===== src/rtl/typing_pkg.sv =====
// Shared types, constants and the LFSR-to-digit mapping for the typing game engine.
package typing_pkg;

  typedef enum logic [1:0] {
    IDLE = 2'd0,
    PLAY = 2'd1,
    DONE = 2'd2
  } state_t;

  localparam logic [3:0] SCORE_MAX = 4'd15;
  localparam logic [7:0] LFSR_SEED = 8'h01;

  // Folds the low nibble into 0..9; 10..15 map onto 4..9.
  function automatic logic [3:0] map_digit(input logic [7:0] v);
    logic [3:0] l;
    l = v[3:0];
    return (l >= 4'd10) ? l - 4'd6 : l;
  endfunction

endpackage


===== src/rtl/typing_game_ctrl_lfsr8.sv =====
// Free-running 8-bit Fibonacci LFSR (taps 8,6,5,4); maximal length, never reaches zero.
module lfsr8
  import typing_pkg::*;
(
  input  logic       clk,
  input  logic       reset,
  output logic [7:0] q
);

  logic fb;

  assign fb = q[7] ^ q[5] ^ q[4] ^ q[3];

  // NOTE: sequential state uses non-blocking assignments so every flop samples pre-edge values.
  always_ff @(posedge clk) begin
    if (reset) q <= LFSR_SEED;
    else       q <= {q[6:0], fb};
  end

endmodule


===== src/rtl/typing_game_ctrl.sv =====
// Typing-tutor game engine: button edge detect, one-second tick and IDLE/PLAY/DONE FSM.
// Optional feature: define TYPING_PENALTY_EN to penalise wrong entries.
module typing_game_ctrl
  import typing_pkg::*;
#(
  parameter int unsigned TICK_CYCLES  = 100_000_000,
  parameter int unsigned GAME_SECONDS = 15
) (
  input  logic       clk,
  input  logic       reset,
  input  logic [3:0] sw,
  input  logic       start,
  input  logic       enter,
  output logic [3:0] random_num,
  output logic [3:0] score,
  output logic [3:0] time_left,
  output logic       game_over
);

  localparam int unsigned TW = (TICK_CYCLES > 1) ? $clog2(TICK_CYCLES) : 1;
  localparam logic [TW-1:0] TICK_LAST = TW'(TICK_CYCLES - 1);
  localparam logic [3:0]    GAME_TIME = 4'(GAME_SECONDS);

  logic [7:0]    lfsr_q;
  logic          start_d1, start_d2, enter_d1, enter_d2;
  logic          start_p, enter_p;
  logic [TW-1:0] tick_cnt;
  logic          tick_wrap;
  state_t        state;

  lfsr8 u_lfsr (
    .clk   (clk),
    .reset (reset),
    .q     (lfsr_q)
  );

  // Two-stage sync gives a clean one-cycle pulse per press, however long it is held.
  always_ff @(posedge clk) begin
    if (reset) begin
      start_d1 <= 1'b0;
      start_d2 <= 1'b0;
      enter_d1 <= 1'b0;
      enter_d2 <= 1'b0;
    end else begin
      start_d1 <= start;
      start_d2 <= start_d1;
      enter_d1 <= enter;
      enter_d2 <= enter_d1;
    end
  end

  assign start_p   = start_d1 & ~start_d2;
  assign enter_p   = enter_d1 & ~enter_d2;
  assign tick_wrap = (tick_cnt == TICK_LAST);

  always_ff @(posedge clk) begin
    if (reset) begin
      state      <= IDLE;
      random_num <= 4'd0;
      score      <= 4'd0;
      time_left  <= GAME_TIME;
      game_over  <= 1'b0;
      tick_cnt   <= '0;
    end else begin
      // NOTE: the default arm keeps an illegal encoding recoverable; flops simply hold otherwise.
      case (state)
        IDLE, DONE: begin
          if (start_p) begin
            state      <= PLAY;
            score      <= 4'd0;
            time_left  <= GAME_TIME;
            tick_cnt   <= '0;
            random_num <= map_digit(lfsr_q);
            game_over  <= 1'b0;
          end
        end

        PLAY: begin
          if (enter_p) begin
            if (sw == random_num) begin
              score      <= (score == SCORE_MAX) ? score : score + 4'd1;
              random_num <= map_digit(lfsr_q);
            end else begin
`ifdef TYPING_PENALTY_EN
              score      <= (score == 4'd0) ? score : score - 4'd1;
              random_num <= map_digit(lfsr_q);
`else
              score      <= score;
`endif
            end
          end

          // A same-cycle entry is scored above; the round closing here does not cancel it.
          if (tick_wrap) begin
            tick_cnt <= '0;
            if (time_left != 4'd0) time_left <= time_left - 4'd1;
            if (time_left <= 4'd1) begin
              state     <= DONE;
              game_over <= 1'b1;
            end
          end else begin
            tick_cnt <= tick_cnt + 1'b1;
          end
        end

        default: state <= IDLE;
      endcase
    end
  end

endmodule


===== config.mk =====
export PLATFORM = sky130hd
export DESIGN_NAME = typing_game_ctrl
export DESIGN_NICKNAME = d
export VERILOG_FILES = /design/src/rtl/typing_pkg.sv /design/src/rtl/typing_game_ctrl_lfsr8.sv /design/src/rtl/typing_game_ctrl.sv
export SDC_FILE = /design/constraint.sdc
export NUM_CORES = 1
export LEC_CHECK = 0
export CAP_MARGIN = 10
export CORE_ASPECT_RATIO = 1.2
export CORE_UTILIZATION = 50
export CTS_CLUSTER_DIAMETER = 100
export CTS_CLUSTER_SIZE = 10
export DETAILED_ROUTE_END_ITERATION = 10
export DONT_BUFFER_PORTS = 1
export HOLD_SLACK_MARGIN = 0.06
export PLACE_DENSITY = 0.75
export SLEW_MARGIN = 10
export SYNTH_ARGS = -nofsm -noshare
export SYNTH_HDL_FRONTEND = slang
export SYNTH_SLANG_ARGS = --single-unit

===== constraint.sdc =====
create_clock -name clk -period 4.5 [get_ports clk]
set_input_delay 0.675 -clock clk [delete_from_list [all_inputs] [get_ports clk]]
set_output_delay 0.675 -clock clk [all_outputs]
set_load 0.05 [all_outputs]

==> impl_metrics.py, run 1 <==
metrics = {
    "finish": {
        "finish.utilization": 0.554,
        "layout_commonest_cell": "dfxtp_1",
        "design_area_sq_um": 2720,
        "area_growth_pct": 7.37,
        "layout.cells.non_filler": 354,
        "final_cell_mix": "54 x dfxtp_1, 39 x nor2_1, 27 x nand2_1",
        "final_nets": 306,
        "diodes": 0,
        "drive_above_1_share": 0.0442,
    },
    "die": {
        "die_w_um": 66.9,
        "die-height_um": 79.9,
        "rows": 28,
        "die_area_sq_um": 5350,
        "num_io_pins": 21,
        "initial_utilization": 0.516,
        "core_region_area_sq_um": 4900,
    },
    "logic_synthesis": {
        "synthCells": 293,
        "syn_nets": 306,
        "synth_edf_count": 0,
        "synth.cell_area_sq_um": 2530,
        "synthTopCellsByArea": "dfxtp_1 43%, nor2_1 5.8%, xnor2_1 4.5%",
        "synth.distinct_cells": 43,
        "yosysTopAreaCellShare": 0.428,
        "synth_seq_area_share": 0.428,
        "async_flop_share": 0,
        "synth_area_leader_cell": "dfxtp_1",
        "avgSynthCellArea_sq_um": 8.63,
        "ys_ff_latch": 54,
        "synth_warnings": 0,
        "dominantRegCellSynth": "dfxtp_1",
    },
    "place": {
        "io_buffer_count": 0,
        "place.gp.congestion": 0.872,
        "dpl.hpwl_mm": 3.45,
        "placed_cell_area_sq_um": 2570,
        "dp_cells": 346,
    },
    "critical_path": {
        "cp.arrival_ps": 2300,
        "cp_common_cell": "and4_1",
        "crit_required_ps": 4730,
        "crit_slowest_cell": "dfxtp_1",
        "path_cells": "ha_1 > and4_1 > and4_1 > a211oi_1 > buf_4 > a21bo_2 > a31oi_1",
        "end_kind": "flip-flop",
        "critPathLaunchType": "flip-flop",
        "slowest_delay_ps": 360,
        "crit_fanout": 13,
        "crit_type": "flip-flop to flip-flop",
    },
    "sta": {
        "finalHoldViolCount": 0,
        "worst_pin_slew_ps": 702,
        "max_freq_mhz": 484,
        "slew_headroom": 0.528,
        "rsz0062_at_grt": "no",
        "fin_hold_ws_ps": 435,
        "setup_tns_ps": 0,
        "drv_slew": 0,
        "min_period_over_period": 0.459,
        "finalSetupViolations": 0,
        "fin_skew_ps": 4.14,
        "min_period_ps": 2070,
    },
    "worst_hold_path": {
        "hp-class": "primary input to flip-flop",
    },
    "cts": {
        "htree_num_levels": 2,
        "post_cts_buffers": 0,
        "cts_resized": 0,
        "clk_pin_slew_ps": 90,
        "clock-sinks": 54,
        "hold_buffers": 0,
        "cts_tree": "built",
        "root_buffer": "clkbuf_8",
        "cts_buffers": 5,
        "clkLatencyLatePin_ps": 300,
        "clockBufferDepth": 2,
    },
    "detailed_routing": {
        "drt-wirelength-per-cell_um": 13.4,
        "firstDrtPassIters": 4,
        "first_iter_violations": 113,
        "vias": 2019,
        "vias_per_cell": 5.70,
        "drc": 0,
        "ant_nets": 0,
        "drt-total-wl_mm": 4.74,
    },
    "power": {
        "leakage_nw": 0.988,
        "max-vdd-ir-drop_mv": 0.190,
        "power_density_nw_per_um2": 345,
    },
    "grt": {
        "antenna_found_initial": 0,
        "grt_usage": 0.187,
        "grt_overflow": 0,
        "grt_pass1_vias": 1834,
        "grt_first_pass_wirelength_mm": 7.73,
        "grt_max_degree": 29,
    },
    "job": {
        "drv_cap": 0,
    },
    "run_status": {
        "status": "complete, no violations",
    },
}
==> area by class of cell <==
cell class	count	area [sq um]
clock buffers	6	82.6
clock inverters	2	60.1
fillers	473	2190
inverters	12	45.0
multi-input cells	219	1360
flip-flops and latches	54	1080
well taps	60	75.1
repair buffers	1	7.51
==> layer usage <==
layer	vias to the layer above	wire length, um	GRT usage
li1	1023	-	-
met1	945	2160	0.218
met2	45	2320	0.314
met3	6	208	0.0543
met4	0	51	0.0745
met5	-	0	0
==> power by group <==
group	switching (W)	internal [W]	total, W	leakage [nW]
registers	0.0000136	0.000486	0.000500	0.438
logic	0.0000325	0.0000192	0.0000517	0.479
clock network	0.000147	0.000237	0.000384	0.0714
==> cells in the mapped netlist, types with 3 or more instances <==
master	n
nand2_1	27
clkbuf_1	6
dfxtp_1	54
nor4b_1	3
xor2_1	11
nand4_1	5
inv_1	12
nor2b_1	13
o21ai_0	6
xnor2_1	13
o21a_1	3
a21oi_1	15
nand3_1	10
and4_1	8
nor2_1	39
nor3_1	11
mux2i_1	7
nand2b_1	4
and3_1	5
a32oi_1	3
ha_1	5
a31oi_1	6
==> critical path, delay by kind of cell, from the launching register on <==
kind                     cells  cell delay [ps]
flip-flops                   1              360
AO/OA/AOI/OAI                3              670
AND/OR/NAND/NOR              2              450
adder cells (fa/ha/maj)      1              280
buffers and inverters        1              230
==> state kept, by name, indices dropped and copies added, names as in the netlist <==
| register | flops |
|---|---|
| tick_cnt | 27 |
| u_lfsr.q | 8 |
| random_num | 4 |
| score | 4 |
| time_left | 4 |
| state | 2 |
| enter_d1 | 1 |
| enter_d2 | 1 |
| game_over | 1 |
| start_d1 | 1 |
| start_d2 | 1 |
==> path summary, 6_finish.rpt <==
| kind | start | endpoint | slack, ps | cells past startpoint |
|---|---|---|---|---|
| worst max register to register | tick_cnt[0] | tick_cnt[25] | 2430 | 7 |
| worst max-delay path | tick_cnt[0] | tick_cnt[25] | 2430 | 7 |
| worst min-delay path | reset | score[1] | 440 | 1 |
| worst min register to register | u_lfsr.q[6] | u_lfsr.q[7] | 440 | 1 |
==> logic make-up after synthesis <==
group                      after synthesis  share of synthesized area
adders and majority gates                5                     0.0247
muxes                                    8                     0.0322
and+or+nand+nor                        136                      0.278
DFF                                     54                      0.428
buffers and inverters                   20                     0.0331
xor gates and xnor gates                24                     0.0831
AOI/OAI and AO/OA                       46                      0.121
==> stage by stage <==
stage / worst slack [ps] / power, W
2_1_floorplan: 2640 / 0.000555
3_3_place_gp: 2530 / 0.000562
3_5_place_dp: 2440 / 0.000563
4_1_cts: 2420 / 0.000946
5_1_grt: 2210 / 0.000973
6_report: 2430 / 0.000935
Note: power is estimated with default switching activity, not from simulation.
==> inputs of run 2 (changes only) <==
--- a/config.mk
+++ b/config.mk
@@ -5,6 +5,7 @@
 export SDC_FILE = /design/constraint.sdc
 export NUM_CORES = 1
 export LEC_CHECK = 0
+export ABC_AREA = 1
 export CAP_MARGIN = 10
 export CORE_ASPECT_RATIO = 1.2
 export CORE_UTILIZATION = 50
==> constraint.sdc (replaced) <==
create_clock -name clk -period 1.95 [get_ports clk]
set_input_delay 0.2925 -clock clk [delete_from_list [all_inputs] [get_ports clk]]
set_output_delay 0.2925 -clock clk [all_outputs]
set_load 0.05 [all_outputs]
==> run 2 against run 1 <==
Compared with the run above: sequential share of layout area shrank 5.5 points; via count grew 33%; utilization grew 0.53 points; worst hold slack lost 360 ps; routed wire length grew 32%; cell count grew 46%; clock power grew 64%; critical path depth grew 2; area after synthesis grew 15%; global-route usage grew 2.5 points; count of clock-buffer cells in the layout is the same; largest power group unchanged; register-to-register slack lost 2200 ps.
==> impl_metrics.py, run 2 <==
metrics = {
    "sta": {
        "worst_pin_slew_ps": 825,
        "rsz0062_at_grt": "no",
        "min_period_over_period": 0.874,
        "min_period_ps": 1710,
        "fin_skew_ps": 7.77,
        "max_freq_mhz": 586,
        "drv_slew": 0,
        "finalHoldViolCount": 0,
        "finalSetupViolations": 0,
        "slew_headroom": 0.448,
        "setup_tns_ps": 0,
    },
    "cts": {
        "clock-sinks": 54,
        "clkLatencyLatePin_ps": 310,
        "clk_pin_slew_ps": 100,
        "cts_buffers": 5,
        "clockBufferDepth": 2,
        "root_buffer": "clkbuf_8",
        "htree_num_levels": 2,
        "hold_buffers": 1,
        "post_cts_buffers": 0,
        "cts_resized": 0,
        "cts_tree": "built",
    },
    "power": {
        "max-vdd-ir-drop_mv": 0.504,
        "power_density_nw_per_um2": 708,
        "leakage_nw": 1.26,
        "power_w": 0.00223,
    },
    "finish": {
        "largest_reg_flops": 27,
        "largest_register": "tick_cnt",
        "drive_above_1_share": 0.0929,
        "finish.utilization": 0.559,
        "reg_top3": "tick_cnt: 27 flops, u_lfsr.q: 8 flops",
        "final_cell_mix": "106 x nand2_1, 78 x nor2_1, 54 x dfxtp_1",
        "final_nets": 464,
        "diodes": 0,
        "layout_commonest_cell": "nand2_1",
        "area_growth_pct": 8.50,
    },
    "detailed_routing": {
        "drt-wirelength-per-cell_um": 12.2,
        "first_iter_violations": 99,
        "drt-total-wl_mm": 6.28,
        "vias_per_cell": 5.20,
        "drc": 0,
        "ant_nets": 0,
        "firstDrtPassIters": 4,
        "vias": 2684,
    },
    "die": {
        "rows": 30,
        "num_io_pins": 21,
        "core_region_area_sq_um": 5630,
        "die_area_sq_um": 6110,
        "die_w_um": 71.5,
        "initial_utilization": 0.515,
        "die-height_um": 85.4,
    },
    "logic_synthesis": {
        "synth_edf_count": 0,
        "synth.distinct_cells": 29,
        "synth.cell_area_sq_um": 2900,
        "synth_seq_area_share": 0.373,
        "dominantRegCellSynth": "dfxtp_1",
        "synth_area_leader_cell": "dfxtp_1",
        "ys_top_cells_by_count": "106 x nand2_1, 78 x nor2_1, 54 x dfxtp_1",
        "syn_nets": 449,
        "synthCells": 436,
        "synthTopCellsByArea": "dfxtp_1 37%, nand2_1 14%, nor2_1 10%",
        "avgSynthCellArea_sq_um": 6.65,
        "synth_warnings": 0,
        "ys_ff_latch": 54,
        "async_flop_share": 0,
        "yosysTopAreaCellShare": 0.373,
        "yosysMostFrequentCell": "nand2_1",
    },
    "grt": {
        "grt_overflow": 0,
        "grt_first_pass_wirelength_mm": 10.3,
        "grt_pass1_vias": 2459,
        "grt_max_degree": 23,
        "grt_usage": 0.212,
        "antenna_found_initial": 0,
    },
    "critical_path": {
        "path_cells": "nand2_1 > nor2_2 > nand2_1 > nor2_1 > nand2_2 > nand2_4 > nand2_4 > nand2_4 > nor2_1",
        "slowest_delay_ps": 410,
        "crit_slowest_cell": "dfxtp_1",
        "cp_common_cell": "nand2_4",
        "crit_type": "flip-flop to flip-flop",
        "crit_fanout": 17,
        "cp.arrival_ps": 1900,
        "critPathLaunchType": "flip-flop",
        "crit_required_ps": 2150,
        "end_kind": "flip-flop",
    },
    "place": {
        "io_buffer_count": 0,
        "place.gp.congestion": 0.915,
        "dpl.hpwl_mm": 4.72,
    },
    "run_status": {
        "status": "complete, no violations",
    },
    "job": {
        "drv_cap": 0,
    },
    "worst_hold_path": {
        "hp-class": "primary input to flip-flop",
    },
}
## run 2: changes by cell type in the layout (fill, tap and decap cells not counted), moves of 7 or more
cell and delta:
a21oi_1 +8, and4_1 -8, buf_4 +14, inv_1 +38, mux2i_1 -7, nand2_1 +79, nand3_1 +27, nor2_1 +39
nor2b_1 -13, nor3_1 -7, xnor2_1 -8
## run 2: per-layer routing
layer	GRT usage	vias up	part of all wire
li1	-	1401	-
met1	0.229	1225	0.42
met5	0	-	0
met4	0.111	0	0.026
met2	0.396	44	0.52
met3	0.0309	14	0.031
## run 2: metrics by stage
step / setup slack (ps) / area [sq um] / hold slack, ps / std cells
6_report: 245 / 3150 / 70.6 / 516
5_1_grt: 119 / 3150 / 69.1 / 516
4_1_cts: 249 / 3150 / 69.1 / 516
3_5_place_dp: 247 / 3050 / 366 / 507
3_3_place_gp: 304 / 3050 / 365 / 507
2_1_floorplan: 329 / 2900 / 388 / 436
## run 2: area by class of cell
| type | instances | area (sq um) |
|---|---|---|
| flip-flops and latches | 54 | 1080 |
| clock inverters | 2 | 17.5 |
| fillers | 570 | 2480 |
| multi-input cells | 321 | 1570 |
| repair buffers | 16 | 123 |
| inverters | 53 | 199 |
| well taps | 64 | 80.1 |
| clock buffers | 6 | 72.6 |
## run 2: worst max-delay path, delay by kind of cell, from the launching register on
| kind | cells | cell delay (ps) |
|---|---|---|
| and+or+nand+nor | 9 | 1190 |
| DFF | 1 | 410 |
## run 2: cell families (layout without fill, tap and decap cells)
logic type / Yosys count / in the layout / synth area share
AO/OA/AOI/OAI: 40 / 40 / 0.0720
buffers and inverters: 61 / 77 / 0.0846
AND/OR/NAND/NOR: 258 / 258 / 0.395
flip-flops: 54 / 54 / 0.373
adder cells (fa/ha/maj): 5 / 5 / 0.0216
XOR/XNOR: 18 / 18 / 0.0544
## run 2: power breakdown
| group | switching [W] | internal, W | total (W) |
|---|---|---|---|
| combinational | 0.000298 | 0.000119 | 0.000417 |
| sequential | 0.0000350 | 0.00114 | 0.00118 |
| clock | 0.000370 | 0.000261 | 0.000631 |
## run 2: path summary, 6_finish.rpt
path / cells after the start / end / start / slack [ps]
min reg2reg: 2 / u_lfsr.q[7] / u_lfsr.q[6] / 410
max reg2reg: 9 / tick_cnt[18] / tick_cnt[20] / 240
max: 9 / tick_cnt[18] / tick_cnt[20] / 240
min: 2 / start_d1 / start / 70
